### src/rtl/scaler_h_ctrl.sv
// scaler_h_ctrl: frame-synchronous configuration controller for the horizontal scaler.
//
// Computes scale_step = floor(in_width * SCALE_STEP / out_width) with a restoring divider.
// The divider produces one quotient bit per cycle. The new step is handed to the scaler only
// on a rising edge of vs_i, so the scaling ratio never changes within a frame.
//
// Optional feature macro: SCALER_H_CTRL_MON_EN.
//   Defined:   an output line-length monitor is built.
//   Undefined: out_line_len and line_len_err are tied to 0.
//
// Ports
//   clk, rst_n     clock; asynchronous active-low reset
//   cfg_wr         one-cycle write strobe for cfg_in_width / cfg_out_width
//   cfg_in_width   input pixels per line
//   cfg_out_width  output pixels per line
//   cfg_busy       high while the divider runs
//   cfg_err        sticky error (zero divisor or saturated step), cleared by an accepted write
//   vs_i           input frame sync, active high
//   scale_step     step driven to the scaler
//   step_upd       one-cycle pulse when scale_step is loaded
//   mon_de_i       scaler output data enable
//   mon_hs_i       scaler output line sync, active high
//   out_line_len   last measured output line length
//   line_len_err   sticky: measured length differs from the active out_width
module scaler_h_ctrl #(
  parameter int unsigned SCALE_STEP = 4096,
  parameter int unsigned WIDTH_BITS = 13,
  parameter int unsigned STEP_WIDTH = 16
) (
  input  logic                  clk,
  input  logic                  rst_n,
  input  logic                  cfg_wr,
  input  logic [WIDTH_BITS-1:0] cfg_in_width,
  input  logic [WIDTH_BITS-1:0] cfg_out_width,
  output logic                  cfg_busy,
  output logic                  cfg_err,
  input  logic                  vs_i,
  output logic [STEP_WIDTH-1:0] scale_step,
  output logic                  step_upd,
  input  logic                  mon_de_i,
  input  logic                  mon_hs_i,
  output logic [WIDTH_BITS-1:0] out_line_len,
  output logic                  line_len_err
);

  localparam int unsigned FracBits = $clog2(SCALE_STEP);
  localparam int unsigned QW       = WIDTH_BITS + FracBits;
  localparam int unsigned CntW     = $clog2(QW);
  localparam logic [CntW-1:0]       LastBit = CntW'(QW - 1);
  localparam logic [STEP_WIDTH-1:0] StepOne = STEP_WIDTH'(SCALE_STEP);

  typedef enum logic [1:0] {StIdle, StDiv, StPend} state_e;

  state_e                state_q, state_d;
  logic                  vs_q;
  logic [QW-1:0]         dq_q, dq_d;     // dividend shifts out MSB-first, quotient shifts in
  logic [WIDTH_BITS:0]   rem_q, rem_d;
  logic [WIDTH_BITS-1:0] div_q, div_d;
  logic [CntW-1:0]       cnt_q, cnt_d;
  logic [STEP_WIDTH-1:0] pend_q, pend_d;
  logic [STEP_WIDTH-1:0] step_q, step_d;
  logic                  upd_q, upd_d;
  logic                  err_q, err_d;
  logic [WIDTH_BITS-1:0] act_out_q, act_out_d;

  logic                  vs_rise;
  logic                  cfg_acc;
  logic [WIDTH_BITS:0]   rem_sh;
  logic                  rem_ge;
  logic [QW-1:0]         q_next;
  logic                  sat;

  always_comb begin
    vs_rise   = vs_i & ~vs_q;
    rem_sh    = {rem_q[WIDTH_BITS-1:0], dq_q[QW-1]};
    rem_ge    = rem_sh >= {1'b0, div_q};
    q_next    = {dq_q[QW-2:0], rem_ge};
    sat       = (q_next >> STEP_WIDTH) != '0;

    state_d   = state_q;
    dq_d      = dq_q;
    rem_d     = rem_q;
    div_d     = div_q;
    cnt_d     = cnt_q;
    pend_d    = pend_q;
    step_d    = step_q;
    upd_d     = 1'b0;
    err_d     = err_q;
    act_out_d = act_out_q;
    cfg_acc   = 1'b0;

    unique case (state_q)
      StIdle, StPend: begin
        // In PEND a vs rise applies the old pending step even if a new write lands this cycle.
        if (state_q == StPend && vs_rise) begin
          step_d    = pend_q;
          upd_d     = 1'b1;
          act_out_d = div_q;
          state_d   = StIdle;
        end
        if (cfg_wr) begin
          if (cfg_out_width == '0) begin
            err_d = 1'b1;
          end else begin
            cfg_acc = 1'b1;
            div_d   = cfg_out_width;
            dq_d    = QW'(cfg_in_width) << FracBits;
            rem_d   = '0;
            cnt_d   = '0;
            err_d   = 1'b0;
            state_d = StDiv;
          end
        end
      end
      StDiv: begin
        rem_d = rem_ge ? (rem_sh - {1'b0, div_q}) : rem_sh;
        dq_d  = q_next;
        cnt_d = cnt_q + 1'b1;
        if (cnt_q == LastBit) begin
          pend_d  = sat ? '1 : q_next[STEP_WIDTH-1:0];
          if (sat) err_d = 1'b1;
          state_d = StPend;
        end
      end
      default: state_d = StIdle;
    endcase
  end

  always_ff @(posedge clk or negedge rst_n) begin
    if (!rst_n) begin
      state_q   <= StIdle;
      vs_q      <= 1'b0;
      dq_q      <= '0;
      rem_q     <= '0;
      div_q     <= '0;
      cnt_q     <= '0;
      pend_q    <= '0;
      step_q    <= StepOne;
      upd_q     <= 1'b0;
      err_q     <= 1'b0;
      act_out_q <= '0;
    end else begin
      state_q   <= state_d;
      vs_q      <= vs_i;
      dq_q      <= dq_d;
      rem_q     <= rem_d;
      div_q     <= div_d;
      cnt_q     <= cnt_d;
      pend_q    <= pend_d;
      step_q    <= step_d;
      upd_q     <= upd_d;
      err_q     <= err_d;
      act_out_q <= act_out_d;
    end
  end

  assign cfg_busy   = (state_q == StDiv);
  assign cfg_err    = err_q;
  assign scale_step = step_q;
  assign step_upd   = upd_q;

`ifdef SCALER_H_CTRL_MON_EN
  logic [WIDTH_BITS-1:0] lcnt_q, lcnt_d;
  logic [WIDTH_BITS-1:0] len_q, len_d;
  logic                  lerr_q, lerr_d;
  logic                  hs_q;
  logic                  hs_rise;

  always_comb begin
    hs_rise = mon_hs_i & ~hs_q;
    lcnt_d  = lcnt_q;
    len_d   = len_q;
    lerr_d  = lerr_q;
    if (cfg_acc) lerr_d = 1'b0;
    if (hs_rise) begin
      // An empty line (no DE since the last sync) is not a measurement.
      if (lcnt_q != '0) begin
        len_d = lcnt_q;
        if (act_out_q != '0 && lcnt_q != act_out_q) lerr_d = 1'b1;
      end
      lcnt_d = '0;
    end else if (mon_de_i && lcnt_q != '1) begin
      lcnt_d = lcnt_q + 1'b1;
    end
  end

  always_ff @(posedge clk or negedge rst_n) begin
    if (!rst_n) begin
      lcnt_q <= '0;
      len_q  <= '0;
      lerr_q <= 1'b0;
      hs_q   <= 1'b0;
    end else begin
      lcnt_q <= lcnt_d;
      len_q  <= len_d;
      lerr_q <= lerr_d;
      hs_q   <= mon_hs_i;
    end
  end

  assign out_line_len = len_q;
  assign line_len_err = lerr_q;
`else
  logic unused_mon;
  assign unused_mon   = ^{mon_de_i, mon_hs_i, act_out_q, cfg_acc};
  assign out_line_len = '0;
  assign line_len_err = 1'b0;
`endif

endmodule

### config.mk
export PLATFORM = sky130hd
export DESIGN_NAME = scaler_h_ctrl
export DESIGN_NICKNAME = d
export VERILOG_FILES = /design/src/rtl/scaler_h_ctrl.sv
export SDC_FILE = /design/constraint.sdc
export NUM_CORES = 1
export LEC_CHECK = 0
export CAP_MARGIN = 25
export CORE_MARGIN = 2
export CORE_UTILIZATION = 25
export CTS_BUF_LIST = sky130_fd_sc_hd__clkbuf_4
export DETAILED_ROUTE_END_ITERATION = 8
export PLACE_DENSITY_LB_ADDON = 0.3
export SLEW_MARGIN = 20
export SYNTH_ARGS = -nofsm -noshare
export SYNTH_HDL_FRONTEND = slang
export SYNTH_SLANG_ARGS = --single-unit
### constraint.sdc
create_clock -name clk -period 3.05 [get_ports clk]
set_clock_uncertainty 0.1 [all_clocks]
set_input_delay 0.915 -clock clk [delete_from_list [all_inputs] [get_ports clk]]
set_output_delay 0.915 -clock clk [all_outputs]
set_load 0.01 [all_outputs]
**Yosys cells after proc, flatten, opt, wreduce, memory -nomap -nowiden**

Cells that the tools add are included.

- Bits of input ports: 32
- Flip-flop bits (word level): 93
- Logic and storage cells: 57
- Output and inout port bits: 33

- Bitwise operators: 3
- Add/subtract/negate cells: 2
- Mux-type cells: 23
- Reduce and logical (&&, ||, !) cells: 11
- Equality and inequality tests: 7
- Magnitude comparators: 1

Operator list:

| operator | number |
|---|---|
| 25-bit two-way mux | 2 |
| 25-bit case mux with 2 select lines | 1 |
| 13-bit two-way mux | 3 |
| 13-bit case mux with 2 select lines | 1 |
| 25-bit nonzero test | 1 |
| 16-bit two-way mux | 1 |
| 14-bit by 13-bit >= comparator with 1-bit output | 1 |
| 13-bit zero test | 1 |
| 13-bit subtractor | 1 |
| 5-bit two-way mux | 2 |
| 5-bit case mux with 2 select lines | 1 |
| 2-bit two-way mux | 4 |
| 1-bit two-way mux | 6 |
| 3-bit AND reduction | 2 |
| 5-bit by 1-bit adder with 5-bit output, second input constant | 1 |
| 5-bit == test, second input constant | 1 |
| 2-bit by 1-bit inequality test with 1-bit output, second input constant | 2 |
| 2-bit inequality test, second input constant | 2 |
| 2-bit case mux with 2 select lines | 1 |
| 2-bit AND reduction | 2 |
| 4-bit AND reduction | 1 |
| 2-bit by 1-bit == test with 1-bit output, second input constant | 1 |
| 2-bit == test, second input constant | 1 |
| 2-bit zero test | 1 |
| 6 further kinds | 7 |

**Depth between registers and ports, before layout**

Gate-level depths: netlist of run 1.

- Depth after elaboration: 7
- Depth in mapped cells: 10
- Mapped depth without buffers: 9

**Worst setup path after synthesis of run 1**

No wires, ideal clock.

- Path kind: register -> register
- From: register dq_q[24]
- To: register rem_q[0]
- Clock period less this slack: 2,395 ps
- Slack: 655 ps
- Stages on the path, launching flop included: 10
- Data required time: 2,876 ps
- Arrival time: 2,221 ps
- Library setup time: 74 ps
- Buffers on the path: 0
- Cell sequence: dfrtp_1 > inv_1 > ha_1 > fa_1 > nand2b_1 > a21oi_1 > o21ai_2 > a21oi_4 > mux2_2 > o21ai_2

- Word-level cells in the longest chain between the ends: 3
- Elaborated cells between the ends (all ways): 4

Ends and longest elaborated chain:

| element | RTL line | source |
|---|---|---|
| from (decl) | 56 | `logic [QW-1:0] dq_q, dq_d;` |
| from (signal assigned) | 145 | `dq_q <= dq_d;` |
| 13-bit subtractor / 14-bit by 13-bit >= comparator with 1-bit output (equally long branches) | 116, 76 |  |
| 13-bit two-way mux (*) | 116 | `rem_d = rem_ge ? (rem_sh - {1'b0, div_q}) : rem_sh;` |
| 13-bit case mux with 2 select lines (*) | 92 | `unique case (state_q)` |
| to (signal assigned) | 146 | `rem_q <= rem_d;` |
| to (decl) | 57 | `logic [WIDTH_BITS:0] rem_q, rem_d;` |

Mark *: on every way between the ends. The rest lies on a longest branch, timed or not.
A chain may end at the register's enable or synchronous reset.

**Final worst setup path of run 1**

Same ends and word-level chain as after synthesis.

==> results of run 1 <==
==> power by group <==
part	switching, uW	internal (uW)	total [uW]
Sequential	283	1700	1980
Clock	465	192	657
Combinational	1860	1450	3310
Total	2610	3340	5950
==> cell type report <==
| type | instances | area (um2) | share of cell area |
|---|---|---|---|
| diodes | 1 | 2.50 | 0.000452 |
| clock buffers | 10 | 75.1 | 0.0136 |
| clock inverters | 6 | 55.1 | 0.00995 |
| inverters | 30 | 113 | 0.0203 |
| multi-input cells | 336 | 2020 | 0.366 |
| flip-flops and latches | 93 | 2330 | 0.421 |
| well taps | 229 | 287 | 0.0518 |
| repair buffers | 66 | 651 | 0.118 |
==> flip-flops by register name (all words and copies together), names as in the netlist <==
register and count:
div_q 13, vs_q 1, scale_step 16, cfg_err 1
pend_q 16, dq_q 25, rem_q 13, cnt_q 5
state_q 2, step_upd 1
==> through the flow <==
step / cell area [um2] / hold slack (ns) / std cells
finish: 5540 / 0.334 / 771
global route: 5530 / 0.334 / 770
CTS: 5530 / 0.318 / 770
detailed placement: 5400 / 0.384 / 754
global placement: 5400 / 0.375 / 754
floorplan: 4690 / 0.348 / 496
==> Yosys cell counts (2+ instances only) <==
master / instances / area (um2)
dfrtp_1: 92 / 2300
a211oi_1: 3 / 22.5
xnor2_1: 8 / 70.1
a41o_1: 2 / 20.0
nor2_1: 38 / 143
a21o_1: 2 / 15.0
mux2_2: 19 / 214
o21ai_0: 37 / 185
o211ai_1: 6 / 45.0
buf_2: 3 / 15.0
mux2i_1: 9 / 90.1
clkbuf_1: 14 / 52.6
nand4_1: 4 / 25.0
nand2_1: 66 / 248
ha_1: 15 / 188
a21oi_1: 37 / 185
a31oi_1: 2 / 12.5
buf_4: 15 / 113
nor2b_1: 3 / 18.8
nand2b_1: 7 / 43.8
o21ai_2: 3 / 26.3
nand3_1: 18 / 90.1
nor4_1: 4 / 25.0
o22ai_1: 9 / 56.3
inv_1: 30 / 113
o31ai_1: 2 / 15.0
o21ai_1: 2 / 10.0
buf_6: 3 / 33.8
a22oi_1: 4 / 30.0
nor3_1: 6 / 30.0
dlygate4sd1_1: 2 / 17.5
==> logic make-up (layout without fill, tap and decap cells) <==
family	Yosys count	count (layout)	share of synthesized area
AO/OA/AOI/OAI	115	115	0.148
XOR/XNOR	8	8	0.0151
adder cells (fa/ha/maj)	16	16	0.0447
buffers and inverters	67	112	0.0741
flip-flops	93	93	0.501
multiplexers	28	28	0.0654
other	1	15	0.000807
AND/OR/NAND/NOR	155	155	0.151
==> per-layer routing <==
| layer | GRT usage | vias to the layer above |
|---|---|---|
| met5 | 0 | - |
| met3 | 0.0359 | 11 |
| met4 | 0.0276 | 0 |
| li1 | - | 1742 |
| met1 | 0.140 | 1727 |
| met2 | 0.169 | 88 |
==> path summary, 6_finish.rpt <==
path | from | end | slack [ns] | cells past startpoint
worst max-delay path | dq_q[24]$_DFFE_PN0P_ | rem_q[0]$_DFFE_PN0P_ | 0.28 | 9
worst min-delay path | rst_n | step_upd$_DFF_PN0_ | 0.33 | 1
worst max register to register | dq_q[24]$_DFFE_PN0P_ | rem_q[0]$_DFFE_PN0P_ | 0.28 | 9
worst min register to register | cnt_q[4]$_DFFE_PN0P_ | cnt_q[4]$_DFFE_PN0P_ | 0.41 | 1
max in group asynchronous | rst_n | rem_q[12]$_DFFE_PN0P_ | 1.87 | 2
min in group clk | cnt_q[4]$_DFFE_PN0P_ | cnt_q[4]$_DFFE_PN0P_ | 0.41 | 1
==> worst register-to-register path, stage by stage (launching register included) <==
cell and delay, ns:
dfrtp_1 0.35, inv_1 0.07, ha_1 0.22, fa_1 0.40
nand2b_1 0.18, a21oi_1 0.27, o21ai_2 0.17, a21oi_4 0.43
mux2_2 0.41, o21ai_2 0.11
==> flow_summary.json, run 1 <==
{
  "overflow": 0,
  "grt_pass1_vias": 3359,
  "post_cts_buffers": 0,
  "ys_types": 49,
  "highest_layer": "met4",
  "slew_headroom": 0.566,
  "cts_resized": 0,
  "postCtsHoldBufs": 0,
  "total_power_uw": 5950,
  "synthCells": 483,
  "synth_edf_count": 0,
  "critPathKind": "reg -> reg",
  "cts_buffers": 9,
  "period_share": 0.910,
  "drv_slew": 0,
  "final.setup.worst_slack_ns": 0.276,
  "gp_congestion": 0.837,
  "required_ns": 3.36,
  "hold_viol": 0,
  "wire_per_inst_um": 13.4,
  "route.antenna.remaining_nets": 0,
  "syn_area_mm2": 0.00465,
  "grtUsageTotal": 0.107,
  "max_freq_mhz": 360,
  "tns_ns": 0,
  "crit_path_start_kind": "flip-flop",
  "die_w_um": 140,
  "viasPerCell": 4.63,
  "route.met3.wl_um": 645,
  "root_buffer": "clkbuf_4",
  "initial_core_util": 0.257,
  "leakage_uw": 0.00241,
  "final_cell_mix": "dfrtp_1, nand2_1, clkdlybuf4s50_1",
  "dr_wl_met2_um": 4630,
  "worstMarginPinSlew_ns": 0.651,
  "clkSlewWorstSetupHoldPaths_ns": 0.15,
  "grt_pass1_wl_um": 16800,
  "clock_path_buffers": 2,
  "io_pins": 65,
  "coreArea_mm2": 0.0181,
  "path_cells": "inv_1 -> ha_1 -> fa_1 -> nand2b_1 -> a21oi_1 -> o21ai_2 -> a21oi_4 -> mux2_2 -> o21ai_2",
  "max_stage_delay_ns": 0.43,
  "drive_above_1_share": 0.126,
  "dpl.hpwl_um": 7160,
  "rsz0062_at_grt": "false",
  "ys_seq_area_frac": 0.501,
  "clock-sinks": 93,
  "die_area_mm2": 0.0197,
  "syn_avg_cell_area_um2": 9.62,
  "cp_num_buf_inv": 1,
  "worstSkewPairLatency_ns": 0.48,
  "synth-seq-cells": 93,
  "drc_errors": 0,
  "critical_path_arrival_ns": 3.09,
  "antenna_found_initial": 0,
  "ys.flop_type": "dfrtp_1",
  "nets": 584,
  "cp_top_family": "compound AO/OA/AOI/OAI gates",
  "num-fill-cells": 1911,
  "final_common_cell": "dfrtp_1",
  "drt_iter0_markers": 186,
  "worstPathMaxFanout": 11,
  "syn2layout_area_growth_pct": 19.1,
  "pre_cts_ws_ns": -0.0335,
  "fp-row-count": 49,
  "status": "finished clean",
  "period_minus_slack_ns": 2.77,
  "first_pass_iters": 5,
  "final_util": 0.306,
  "port-buffer-count": 48,
  "yosysWarnings": 0,
  "vdd_drop_max_uv": 385,
  "maxCapViolations": 0,
  "cp_slowest_cell": "a21oi_4",
  "die_h_um": 140,
  "wl_um": 10300,
  "worstHoldPathType": "in -> async",
  "critPathCaptureType": "flip-flop",
  "p_per_area_mw_per_mm2": 1070,
  "async_flop_share": 1.00,
  "finalSetupViolations": 0,
  "path_common_cell": "o21ai_2",
  "routedLengthMet1_um": 4920,
  "num_vias": 3568,
  "cts_tree": "yes",
  "grt_max_degree": 52,
  "htreeDepth": 3
}
Power figures use the tool's default switching activity.
==> inputs of run 2 (changes only) <==
Settings changed: SKIP_CTS_REPAIR_TIMING from default to 1.
==> results of run 2 <==
The final DEF is identical to that of run 1; final timing and power are the same.
==> inputs of run 3 (changes only) <==
Settings changed: TNS_END_PERCENT from default to 50.
==> results of run 3 <==
The final DEF is identical to that of run 1; final timing and power are the same.
